==> src/rtl/fft_pkg.sv <==
// Shared constants and types for the FFT result unloader.
// Holds the default word geometry, the FIFO depth and the unload state type.
package fft_pkg;

    localparam int WORD_SIZE_DEF = 74;
    localparam int HALF_WORD     = WORD_SIZE_DEF / 2;
    localparam int FFT_SIZE_DEF  = 8;
    localparam int FIFO_DEPTH    = 4;

    typedef enum logic [1:0] {
        ST_IDLE  = 2'd0,
        ST_READ  = 2'd1,
        ST_DRAIN = 2'd2,
        ST_DONE  = 2'd3
    } unload_state_t;

endpackage

==> src/rtl/fft_unload_fifo.sv <==
// sync_fifo: small synchronous FIFO that accepts two words per cycle and
// pops one. Ports: clk_i, rst_i (sync, active-high), wr2_i + wdata_a_i /
// wdata_b_i (pair write, A first), rd_i (pop), head_o, valid_o, count_o.
module sync_fifo #(
    parameter int WIDTH = 74,
    parameter int DEPTH = 4
) (
    input  logic                       clk_i,
    input  logic                       rst_i,
    input  logic                       wr2_i,
    input  logic [WIDTH-1:0]           wdata_a_i,
    input  logic [WIDTH-1:0]           wdata_b_i,
    input  logic                       rd_i,
    output logic [WIDTH-1:0]           head_o,
    output logic                       valid_o,
    output logic [$clog2(DEPTH):0]     count_o
);

    localparam int AW = $clog2(DEPTH);
    localparam int CW = AW + 1;

    logic [WIDTH-1:0] mem_q [DEPTH];
    logic [AW-1:0]    wptr_q;
    logic [AW-1:0]    rptr_q;
    logic [CW-1:0]    count_q;
    logic [CW-1:0]    count_d;

    always_comb begin
        count_d = count_q;
        if (wr2_i) count_d = count_d + CW'(2);
        if (rd_i)  count_d = count_d - CW'(1);
    end

    always_ff @(posedge clk_i) begin
        if (rst_i) begin
            wptr_q  <= '0;
            rptr_q  <= '0;
            count_q <= '0;
        end else begin
            if (wr2_i) wptr_q <= wptr_q + AW'(2);
            if (rd_i)  rptr_q <= rptr_q + AW'(1);
            count_q <= count_d;
        end
    end

    // Storage is not reset; the head is masked while the FIFO is empty.
    always_ff @(posedge clk_i) begin
        if (wr2_i) begin
            mem_q[wptr_q]          <= wdata_a_i;
            mem_q[wptr_q + AW'(1)] <= wdata_b_i;
        end
    end

    assign valid_o = (count_q != '0);
    assign head_o  = valid_o ? mem_q[rptr_q] : '0;
    assign count_o = count_q;

endmodule

==> src/rtl/fft_unload.sv <==
// fft_unload: reads FFT results pairwise from a dual-port RAM and streams
// them out in address order over valid/ready. Ports: i_CLK, i_RST, i_start,
// i_rddata_A/B, i_ready in; o_rden, o_rdaddr_A/B, o_data, o_valid, o_last,
// o_busy, o_done out.
module fft_unload
    import fft_pkg::*;
#(
    parameter int WORD_SIZE  = WORD_SIZE_DEF,
    parameter int FFT_SIZE   = FFT_SIZE_DEF,
    parameter int MEM_OFFSET = FFT_SIZE,
    parameter int ADDR_SIZE  = $clog2(2 * FFT_SIZE)
) (
    input  logic                 i_CLK,
    input  logic                 i_RST,
    input  logic                 i_start,
    input  logic [WORD_SIZE-1:0] i_rddata_A,
    input  logic [WORD_SIZE-1:0] i_rddata_B,
    input  logic                 i_ready,
    output logic                 o_rden,
    output logic [ADDR_SIZE-1:0] o_rdaddr_A,
    output logic [ADDR_SIZE-1:0] o_rdaddr_B,
    output logic [WORD_SIZE-1:0] o_data,
    output logic                 o_valid,
    output logic                 o_last,
    output logic                 o_busy,
    output logic                 o_done
);

    localparam int PW = $clog2(FFT_SIZE / 2) + 1;
    localparam int WW = $clog2(FFT_SIZE) + 1;
    localparam int CW = $clog2(FIFO_DEPTH) + 1;

    unload_state_t    state_q, state_d;
    logic [PW-1:0]    p_q, p_d;
    logic [WW-1:0]    wcnt_q, wcnt_d;
    logic             inflight_q;

    logic [CW-1:0]    fifo_count;
    logic             fifo_valid;
    logic [WORD_SIZE-1:0] fifo_head;
    logic [CW:0]      occ;
    logic             issue;
    logic             xfer;
    logic             last;
    logic [ADDR_SIZE-1:0] base;

    // Occupancy includes the pair still in the RAM pipeline, so a read is
    // only issued when both of its words are guaranteed a slot.
    assign occ   = (CW+1)'(fifo_count) + (inflight_q ? (CW+1)'(2) : '0);
    assign issue = (state_q == ST_READ) &&
                   (occ <= (CW+1)'(FIFO_DEPTH - 2));
    assign xfer  = fifo_valid & i_ready;
    assign last  = fifo_valid & (wcnt_q == WW'(FFT_SIZE - 1));
    assign base  = ADDR_SIZE'(MEM_OFFSET) + ADDR_SIZE'({p_q, 1'b0});

    always_comb begin
        state_d = state_q;
        p_d     = p_q;
        wcnt_d  = wcnt_q;
        if (xfer) wcnt_d = wcnt_q + WW'(1);
        unique case (state_q)
            ST_IDLE: begin
                if (i_start) begin
                    state_d = ST_READ;
                    p_d     = '0;
                    wcnt_d  = '0;
                end
            end
            ST_READ: begin
                if (issue) begin
                    p_d = p_q + PW'(1);
                    if (p_q == PW'(FFT_SIZE / 2 - 1)) state_d = ST_DRAIN;
                end
            end
            ST_DRAIN: begin
                if (xfer && last) state_d = ST_DONE;
            end
            ST_DONE: state_d = ST_IDLE;
            default: state_d = ST_IDLE;
        endcase
    end

    always_ff @(posedge i_CLK) begin
        if (i_RST) begin
            state_q    <= ST_IDLE;
            p_q        <= '0;
            wcnt_q     <= '0;
            inflight_q <= 1'b0;
        end else begin
            state_q    <= state_d;
            p_q        <= p_d;
            wcnt_q     <= wcnt_d;
            inflight_q <= issue;
        end
    end

    sync_fifo #(
        .WIDTH (WORD_SIZE),
        .DEPTH (FIFO_DEPTH)
    ) u_fifo (
        .clk_i     (i_CLK),
        .rst_i     (i_RST),
        .wr2_i     (inflight_q),
        .wdata_a_i (i_rddata_A),
        .wdata_b_i (i_rddata_B),
        .rd_i      (xfer),
        .head_o    (fifo_head),
        .valid_o   (fifo_valid),
        .count_o   (fifo_count)
    );

    assign o_rden     = issue;
    assign o_rdaddr_A = issue ? base : '0;
    assign o_rdaddr_B = issue ? base + ADDR_SIZE'(1) : '0;
    assign o_data     = fifo_head;
    assign o_valid    = fifo_valid;
    assign o_last     = last;
    assign o_busy     = (state_q == ST_READ) || (state_q == ST_DRAIN);
    assign o_done     = (state_q == ST_DONE);

endmodule
==> config.mk <==
export PLATFORM = sky130hd
export DESIGN_NAME = fft_unload
export DESIGN_NICKNAME = d
export VERILOG_FILES = /design/src/rtl/fft_pkg.sv /design/src/rtl/fft_unload_fifo.sv /design/src/rtl/fft_unload.sv
export SDC_FILE = /design/constraint.sdc
export NUM_CORES = 1
export LEC_CHECK = 0
export ABC_CLOCK_PERIOD_IN_PS = 18250
export CAP_MARGIN = 15
export CORE_MARGIN = 2
export CORE_UTILIZATION = 40
export DETAILED_ROUTE_END_ITERATION = 12
export PLACE_DENSITY_LB_ADDON = 0.15
export SLEW_MARGIN = 10
export SYNTH_ARGS = -nofsm -noshare
export SYNTH_HDL_FRONTEND = slang
export SYNTH_HIERARCHICAL = 1
export SYNTH_SLANG_ARGS = --single-unit
export TNS_END_PERCENT = 1
==> constraint.sdc <==
create_clock -name i_CLK -period 18.25 [get_ports i_CLK]
set_input_delay 3.65 -clock i_CLK [delete_from_list [all_inputs] [get_ports i_CLK]]
set_output_delay 3.65 -clock i_CLK [all_outputs]
set_load 0.1 [all_outputs]
=== Word level (Yosys, flattened, before mapping) ===
Memory sizes are Yosys's and may differ from the RTL's. A register that Yosys moved wholly into a read port is not among the register bits.
Index checks and enable logic that the tools add are counted.

* Bits in registers: 17
* Memory bits (writable): 296
* Memories: 1
* Output and inout port bits: 87
* Input port bits: 152
* Word-level logic and storage cells: 59

{| class="wikitable"
|+ Memory list
! memory !! words !! bits a word !! read ports !! clocked after memory_dff !! write ports !! RTL line !! RTL
|-
| u_fifo.mem_q || 4 || 74 || 1 || 1 || 2 || fft_unload_fifo.sv:22 || <nowiki>logic [WIDTH-1:0] mem_q [DEPTH];</nowiki>
|}

* Bitwise operators: 2
* Reductions and logical operators: 8
* Muxes and demuxes: 21
* Magnitude comparators: 1
* $add $sub $neg: 10
* Equal/unequal tests: 9

{| class="wikitable"
|+ Operators with widths
! cell !! number
|-
| two-way mux 74 bit || 1
|-
| two-way mux 4 bit || 5
|-
| two-way mux 2 bit || 7
|-
| two-way mux 3 bit || 4
|-
| adder 4 x 1 -> 4 bit, second input constant || 2
|-
| case mux 2 bit (4 select lines) || 1
|-
| != test 2 bit, second input constant || 3
|-
| case mux 3 bit (2 select lines) || 1
|-
| adder 2 x 1 -> 2 bit, second input constant || 2
|-
| adder 3 x 2 -> 4 bit || 1
|-
| adder 4 bit, first input constant || 1
|-
| == test 2 bit, second input constant || 2
|-
| == test 4 x 3 -> 1 bit, second input constant || 1
|-
| less-or-equal comparator 4 x 2 -> 1 bit, second input constant || 1
|-
| AND reduction 4 bit || 1
|-
| adder 3 x 1 -> 3 bit, second input constant || 1
|-
| adder 3 x 2 -> 3 bit, second input constant || 1
|-
| == test 3 x 2 -> 1 bit, second input constant || 1
|-
| AND reduction 3 bit || 1
|-
| nonzero test 3 bit || 1
|-
| subtractor 3 x 1 -> 3 bit, second input constant || 1
|-
| adder 2 bit, second input constant || 1
|-
| AND 1 bit || 2
|-
| == test 2 x 1 -> 1 bit, second input constant || 1
|-
| other kinds (6) || 8
|}

=== Depth between registers and ports, before layout ===
Gate-level depths: netlist of the first run.

* Word-level depth: 6
* Mapped depth: 8
* Mapped depth without buffers: 6

=== Cells and area by module ===
Netlist of the first run, hierarchy kept.

{| class="wikitable"
|+ By module, submodules not included
! module !! cells an instance !! area each (um^2) !! sequential area each (um^2) !! times used
|-
| sync_fifo || 503 || 11493.5 || 9048.7 || 1
|-
| fft_unload || 73 || 633.1 || 200.2 || 1
|}

=== Worst setup path before layout of the first run ===
Ideal clock, no wire load.

* Kind: register to register
* Start point: register inflight_q
* End point: memory u_fifo.mem_q[0][0], enable pin
* Setup time: 0.675 ns
* Slack: 10.644 ns
* Arrival time: 6.931 ns
* Stages on the path, launching flop included: 2
* Cell sequence: dfxtp_1 -> nor2b_1

{| class="wikitable"
|+ RTL lines
! what !! RTL line !! RTL
|-
| start: declaration || fft_unload.sv:36 || <nowiki>logic inflight_q;</nowiki>
|-
| start signal: assignment || fft_unload.sv:93 || <nowiki>inflight_q <= issue;</nowiki>
|-
| end: declaration || fft_unload_fifo.sv:22 ||
|}

==> out/summary.log, run 1 <==
qor: status.outcome finished clean
qor: global_route.first_pass_grt_wire_length 38,000 um
qor: worst_setup_path.critPathCaptureType output pin
qor: finish.layout_commonest_cell sky130_fd_sc_hd__edfxtp_1
qor: routing.highest-signal-layer met4
qor: sta.finClkSkew 0.01117 ns
qor: clocking.clock-sinks 314
qor: routing.post_drt_wl_per_cell 20.16 um
qor: placement.place.detailed.hpwl 16,210 um
qor: sta.final_critical_path_setup_slack 10.69 ns
qor: power.power.combinational.fraction 39.4%
qor: job.cap_violations 0
qor: routing.drt_first_pass_iters 4
qor: yosys.seq_area_frac_synth 76.27%
qor: worst_setup_path.timing.critical_path.cells buf_4, mux4_2, and2_1, clkdlybuf4s50_1
qor: die.die_x 178.1 um
qor: routing.drt-total-wl 25,000 um
qor: finish.stdcell_area 15,940 sq um
qor: routing.met3_wirelength 2210 um
qor: die.fp.dieH 178.1 um
qor: sta.setup_viols_final 0
qor: clocking.cts_root_buffer sky130_fd_sc_hd__clkbuf_16
qor: routing.postRouteAntennaNets 0
qor: yosys.synthCells 576
qor: clocking.post_cts_resize_count 0
qor: die.floorplan.core_area 29,720 sq um
qor: sta.finalCriticalPeriod 7.558 ns
qor: sta.maxSlewViolCount 0
qor: yosys.synth_edf_count 296
qor: routing.m1WireLength 10,100 um
qor: placement.dpl-instance-area 14,850 sq um
qor: clocking.h_tree_depth 2
qor: sta.grt_setup_unrepaired false
qor: global_route.grt_max_degree 81
qor: worst_setup_path.timing.critical_path.buf_inv 2
qor: power.power_switching_share 39.77%
qor: routing.vias 6,241
qor: finish.final_net_count 986
qor: power.p_per_cell_area 162.3 nW/um^2
qor: placement.place_worst_setup_slack 11.05 ns
qor: worst_setup_path.timing.setup.critical_path_class reg -> out
qor: worst_setup_path.crit_required 14.60 ns
qor: power.p_sw 0.001029 W
qor: finish.final_core_utilization 53.63%
qor: die.die_area 31,730 sq um
qor: sta.timing.final.hold_violations 0
qor: routing.detail_route.drc_violations 0
qor: routing.first_iter_violations 416
qor: clocking.clock_path_buffers 3
qor: sta.layout_worst_path_cycle_share 41.41%
qor: clocking.cts.repair_timing.setup_buffer_count 0
qor: die.core.rowCount 63
qor: yosys.synth.cell_area 12,130 sq um
qor: yosys.synthesis.area_per_instance 21.05 sq um
qor: sta.worst_slew_margin_relative_to_its_limit 24.04%
qor: power.pwr-share-clk 25.3%
qor: routing.wl_met2 12,270 um
qor: clocking.tritoncts yes
qor: clocking.tritoncts.num_buffers 35
qor: global_route.grt_antenna_before_repair 0
qor: sta.worst-slew-pin-transition 1.139 ns
qor: global_route.number_of_global_route_vias_before_repair 6,778
qor: clocking.number_of_hold_buffers_added_after_cts 0
qor: die.start_util 40.81%
qor: placement.placed_cells 1,178
qor: worst_setup_path.critical-path-top-delay-family buffers and inverters
qor: yosys.synth_flop_cell sky130_fd_sc_hd__edfxtp_1
qor: finish.fraction_of_final_layout_cells_sized_beyond_drive_strength_1 16.00%
qor: placement.place.gp.congestion 0.7305
qor: worst_setup_path.critical-path-max-stage-delay 0.97 ns
qor: yosys.yosysWarningCount 6
qor: yosys.syn-num-nets 737
qor: clocking.clk_transition_reported_paths 0.05 ns
qor: clocking.clock_latency_reported_for_the_late_side_of_the_worst_skew_pair 0.50 ns
qor: power.maximum_vdd_drop 0.0001217 V
qor: worst_setup_path.worst_setup_sp_type register
qor: finish.mostFrequentLayoutCells sky130_fd_sc_hd__edfxtp_1 (296), sky130_fd_sc_hd__clkdlybuf4s50_1 (237), sky130_fd_sc_hd__and2_1 (75), sky130_fd_sc_hd__mux4_2 (74), sky130_fd_sc_hd__clkbuf_16 (37)
qor: finish.finish.cell_count_without_fillers 1,240
qor: die.num_io_pins 239
qor: worst_setup_path.path_max_fanout 50
qor: worst_setup_path.slowest_stage sky130_fd_sc_hd__clkdlybuf4s50_1
qor: worst_setup_path.timing.reg2reg.setup_slack 15.07 ns
qor: finish.syn_to_final_growth 31.42%
qor: power.power.leakage 5.132 nW
qor: sta.max_freq 132.3 MHz
qor: worst_setup_path.arrival 3.91 ns
qor: yosys.synth.distinct_cells 33
qor: yosys.asyncSetResetFlopFracSynth 0%
qor: global_route.grt-ovfl-total 0
qor: min_path.min-delay-path-class reg -> reg
qor: finish.num_antenna_cells 0
qor: global_route.grt_use_total 15.99%
qor: placement.port_buffers 237
qor: yosys.postSynthRegisterBits 314
qor: routing.via_per_inst 5.033
qor: power.total_internal_power 0.001558 W
qor: power.seqPwrFrac 35.3%
qor: sta.setup-tns-final 0 ns
tightest hold or removal path: cells and delay by family, from the launching register on:
kind,cells,cell delay (ns)
flops,1,0.32
simple gates,1,0.06
compound gates,1,0.07
final timing paths:
kind | from | to | cells past startpoint
max reg2reg | inflight_q | u_fifo/mem_q[0][70] | 3
min | wcnt_q[1] | wcnt_q[1] | 2
min reg2reg | wcnt_q[1] | wcnt_q[1] | 2
max | register | o_data[57] | 4
synthesized netlist by cell type, types with 2 or more instances:
cell type	instances	area share, %
sky130_fd_sc_hd__clkbuf_1	11	0.34
sky130_fd_sc_hd__a21oi_1	3	0.12
sky130_fd_sc_hd__xor2_1	4	0.29
sky130_fd_sc_hd__buf_2	8	0.33
sky130_fd_sc_hd__nand2b_1	2	0.10
sky130_fd_sc_hd__or2_2	2	0.10
sky130_fd_sc_hd__mux4_2	74	14
sky130_fd_sc_hd__nor2b_1	2	0.10
sky130_fd_sc_hd__ha_1	9	0.93
sky130_fd_sc_hd__nand2_1	14	0.43
sky130_fd_sc_hd__or3_1	2	0.10
sky130_fd_sc_hd__o32ai_1	2	0.14
sky130_fd_sc_hd__buf_4	5	0.31
sky130_fd_sc_hd__edfxtp_1	296	73
sky130_fd_sc_hd__nor2_1	13	0.40
sky130_fd_sc_hd__dfxtp_1	18	3.0
sky130_fd_sc_hd__xnor2_1	5	0.36
sky130_fd_sc_hd__and2_1	76	3.9
sky130_fd_sc_hd__buf_6	7	0.65
sky130_fd_sc_hd__inv_1	10	0.31
layout make-up:
type / instances / area, sq um
clock buffer: 46 / 959.7
fill: 2329 / 13780
clock inverter: 16 / 123.9
tap: 390 / 488.0
multi-input combinational: 221 / 2654
inverter: 10 / 37.54
timing repair buffer: 243 / 2417
sequential: 314 / 9256
stage by stage:
step           power (W)  hold WS, ns
5_1_grt         0.002689       0.5413
3_3_place_gp    0.001948       0.4627
6_report        0.002587       0.5139
4_1_cts         0.002622       0.5206
2_1_floorplan   0.001725       0.4534
3_5_place_dp    0.001960       0.5130
cells by family after synthesis:
group | Yosys count | synth area share [%]
flip-flops | 314 | 76.27
buffers and inverters | 41 | 1.940
other | 1 | 0.03092
adder cells (fa/ha/maj) | 9 | 0.9286
XOR/XNOR | 9 | 0.6500
multiplexers | 76 | 13.92
AO/OA/AOI/OAI | 11 | 0.8565
AND/OR/NAND/NOR | 115 | 5.407
power groups by stage:
stage	Clock, W	Sequential (W)	Combinational [W]
floorplan	0	0.000926	0.000800
global placement	0	0.000924	0.00102
detailed placement	0	0.000930	0.00103
CTS	0.000674	0.000915	0.00103
global route	0.000703	0.000922	0.00106
finish	0.000654	0.000913	0.00102
registers in the layout (all words and copies together), names as in the netlist, named ones only:
signal          cells
u_fifo/mem_q      296
wcnt_q              4
p_q                 3
u_fifo/count_o      3
state_q             2
u_fifo/rptr_q       2
inflight_q          1
u_fifo/wptr_q       1
routing by layer:
metal	GRT usage [%]	up-vias
li1	-	2790
met1	20.85	3212
met2	26.31	207
met3	4.689	32
met4	4.269	0
met5	0	-
No activity file was read; power rests on OpenSTA's default activity.
==> inputs of run 2 (changes only) <==
ABC_CLOCK_PERIOD_IN_PS = 6100   (was 18250)
clock period = 6.1 ns   (was 18.25 ns; I/O delays follow)
==> run 2 against run 1 <==
Compared with the run above: count of clock-buffer cells in the layout decreased by 1; combinational power rose to 3.0 times the previous value; via count down 1.1%; clock power rose to 2.9 times the previous value; sequential share of layout area rose by 0.12 points; register-to-register slack got worse by 12 ns; sequential power increased to 3.0 times the previous value; cell count is the same; clock skew rose by 0.0052 ns; setup slack lost 9.2 ns; sequential cell count did not move; critical endpoint is now o_data[73]; largest power group unchanged; highest routed layer is now met5.
==> out/summary.log, run 2 (synthesis results as in run 1) <==
qor: status.outcome finished clean
qor: sta.worst-slew-pin-transition 1.092 ns
qor: clocking.tritoncts.num_buffers 34
qor: placement.place.gp.congestion 0.7024
qor: power.pwr-share-clk 24.4%
qor: finish.max_flop_register u_fifo/mem_q
qor: power.power_switching_share 40.08%
qor: routing.drt_first_pass_iters 5
qor: sta.finalCriticalPeriod 4.601 ns
qor: clocking.clock_path_buffers 3
qor: placement.place_worst_setup_slack 1.921 ns
qor: power.p_sw 0.003064 W
qor: finish.biggestRegsByFlops u_fifo/mem_q (296), wcnt_q (4)
qor: sta.setup_viols_final 0
qor: finish.multi_input_comb_area 2654 sq um
qor: worst_setup_path.path_max_fanout 63
qor: worst_setup_path.rr_worst_depth 2
qor: sta.hold_ws 0.4892 ns
qor: routing.postRouteAntennaNets 0
qor: power.p_per_cell_area 480.6 nW/um^2
qor: clocking.clk_transition_reported_paths 0.06 ns
qor: worst_setup_path.worst_setup_sp_type register
qor: die.fp.dieH 178.1 um
qor: sta.finClkSkew 0.01641 ns
qor: placement.port_buffers 237
qor: routing.first_iter_violations 362
qor: clocking.clock_latency_reported_for_the_late_side_of_the_worst_skew_pair 0.50 ns
qor: routing.detail_route.drc_violations 0
qor: min_path.min-delay-path-class reg -> reg
qor: power.total_internal_power 0.004580 W
qor: clocking.clock-sinks 314
qor: global_route.grt_use_total 15.55%
qor: finish.largest_register_ff_count 296
qor: die.start_util 40.81%
qor: sta.grt_setup_unrepaired false
qor: placement.placed_cells 1,180
qor: finish.layout.filler_cells 2,336
qor: worst_setup_path.slowest_stage sky130_fd_sc_hd__clkdlybuf4s50_1
qor: worst_setup_path.worst_r2r_end u_fifo/mem_q[2][9]
qor: sta.max_freq 217.4 MHz
qor: finish.finish.cell_count_without_fillers 1,240
qor: routing.drt-total-wl 24,540 um
qor: power.maximum_vdd_drop 0.0003286 V
qor: routing.via_per_inst 4.979
qor: worst_setup_path.timing.setup.critical_path_class reg -> out
qor: finish.layout_commonest_cell sky130_fd_sc_hd__edfxtp_1
qor: worst_setup_path.critical-path-max-stage-delay 1.13 ns
qor: global_route.grt-ovfl-total 0
qor: worst_setup_path.timing.critical_path.cells buf_4, mux4_2, and2_1, clkdlybuf4s50_1
qor: die.die_area 31,730 sq um
qor: routing.vias 6,174
qor: worst_setup_path.timing.reg2reg.setup_slack 3.57 ns
qor: clocking.tritoncts yes
qor: worst_setup_path.crit-reg2reg-launch inflight_q
qor: clocking.h_tree_depth 2
qor: global_route.grt_max_degree 79
qor: clocking.number_of_hold_buffers_added_after_cts 0
qor: global_route.grt_antenna_before_repair 4
qor: job.cap_violations 0
qor: power.seqPwrFrac 35.8%
qor: finish.ff_latch_area 9256 sq um
qor: die.num_io_pins 239
qor: power.power.combinational.fraction 39.8%
qor: power.power.leakage 5.113 nW
qor: sta.layout_worst_path_cycle_share 75.42%
qor: die.core.rowCount 63
qor: clocking.cts_root_buffer sky130_fd_sc_hd__clkbuf_16
qor: die.die_x 178.1 um
qor: sta.final_critical_path_setup_slack 1.499 ns
qor: sta.maxSlewViolCount 0
qor: routing.post_drt_wl_per_cell 19.79 um
qor: clocking.cts.repair_timing.setup_buffer_count 0
qor: worst_setup_path.arrival 3.38 ns
qor: sta.worst_slew_margin_relative_to_its_limit 27.20%
qor: sta.timing.final.hold_violations 0
qor: finish.final_net_count 987
qor: die.floorplan.core_area 29,720 sq um
qor: clocking.post_cts_resize_count 0
qor: finish.fraction_of_final_layout_cells_sized_beyond_drive_strength_1 16.08%
qor: placement.place.detailed.hpwl 15,800 um
qor: global_route.first_pass_grt_wire_length 37,160 um
qor: worst_setup_path.crit_required 4.88 ns
qor: worst_setup_path.critPathCaptureType output pin
qor: finish.syn_to_final_growth 31.14%
qor: finish.mostFrequentLayoutCells sky130_fd_sc_hd__edfxtp_1 (296), sky130_fd_sc_hd__clkdlybuf4s50_1 (237), sky130_fd_sc_hd__and2_1 (75), sky130_fd_sc_hd__mux4_2 (74), sky130_fd_sc_hd__clkbuf_16 (37)
qor: worst_setup_path.worst_setup_path_endpoint o_data[73]
qor: sta.setup-tns-final 0 ns
qor: global_route.number_of_global_route_vias_before_repair 6,687
## run 2: cell type report
class | instances | area share [%]
diodes | 4 | 0.06294
inverters | 10 | 0.2360
multi-input cells | 221 | 16.69
flip-flops and latches | 314 | 58.21
repair buffers | 245 | 15.37
clock inverters | 11 | 0.3541
clock buffers | 45 | 6.011
well taps | 390 | 3.068
## run 2: worst min-delay path by stage
| stage | startpoint | to | slack, ns | cells after the start |
|---|---|---|---|---|
| floorplan | wcnt_q[1] | wcnt_q[1] | 0.45 | 2 |
| global placement | wcnt_q[1] | wcnt_q[1] | 0.46 | 2 |
| detailed placement | wcnt_q[1] | wcnt_q[1] | 0.48 | 2 |
| CTS | wcnt_q[1] | wcnt_q[1] | 0.49 | 2 |
| global route | wcnt_q[1] | wcnt_q[1] | 0.52 | 2 |
| finish | wcnt_q[1] | wcnt_q[1] | 0.49 | 2 |
## run 2: layer usage
layer	routed length, um	vias up	GRT usage [%]
met5	13	-	0
met4	626	2	5.635
met3	1836	42	4.348
met2	12750	194	26.81
met1	9304	3148	18.71
li1	-	2788	-
## run 2: worst max-delay path: cells and delay by family, from the launching register on
family | cells | cell delay [ns]
buffers and inverters | 2 | 1.50
DFF | 1 | 1.02
muxes | 1 | 0.21
and+or+nand+nor | 1 | 0.13
## run 2: through the flow
step	area, sq um	util, %	total power [W]
floorplan	12130	-	0.005137
global placement	14880	50.07	0.005821
detailed placement	14880	50.07	0.005858
CTS	15890	53.48	0.007745
global route	15900	53.49	0.007943
finish	15900	53.51	0.007644
## run 2: power groups by stage
stage          clock [W]  sequential (W)  combinational [W]
5_1_grt          0.00201         0.00276            0.00317
6_report         0.00187         0.00274            0.00304
3_5_place_dp           0         0.00279            0.00307
4_1_cts          0.00192         0.00275            0.00308
2_1_floorplan          0         0.00274            0.00239
3_3_place_gp           0         0.00277            0.00305
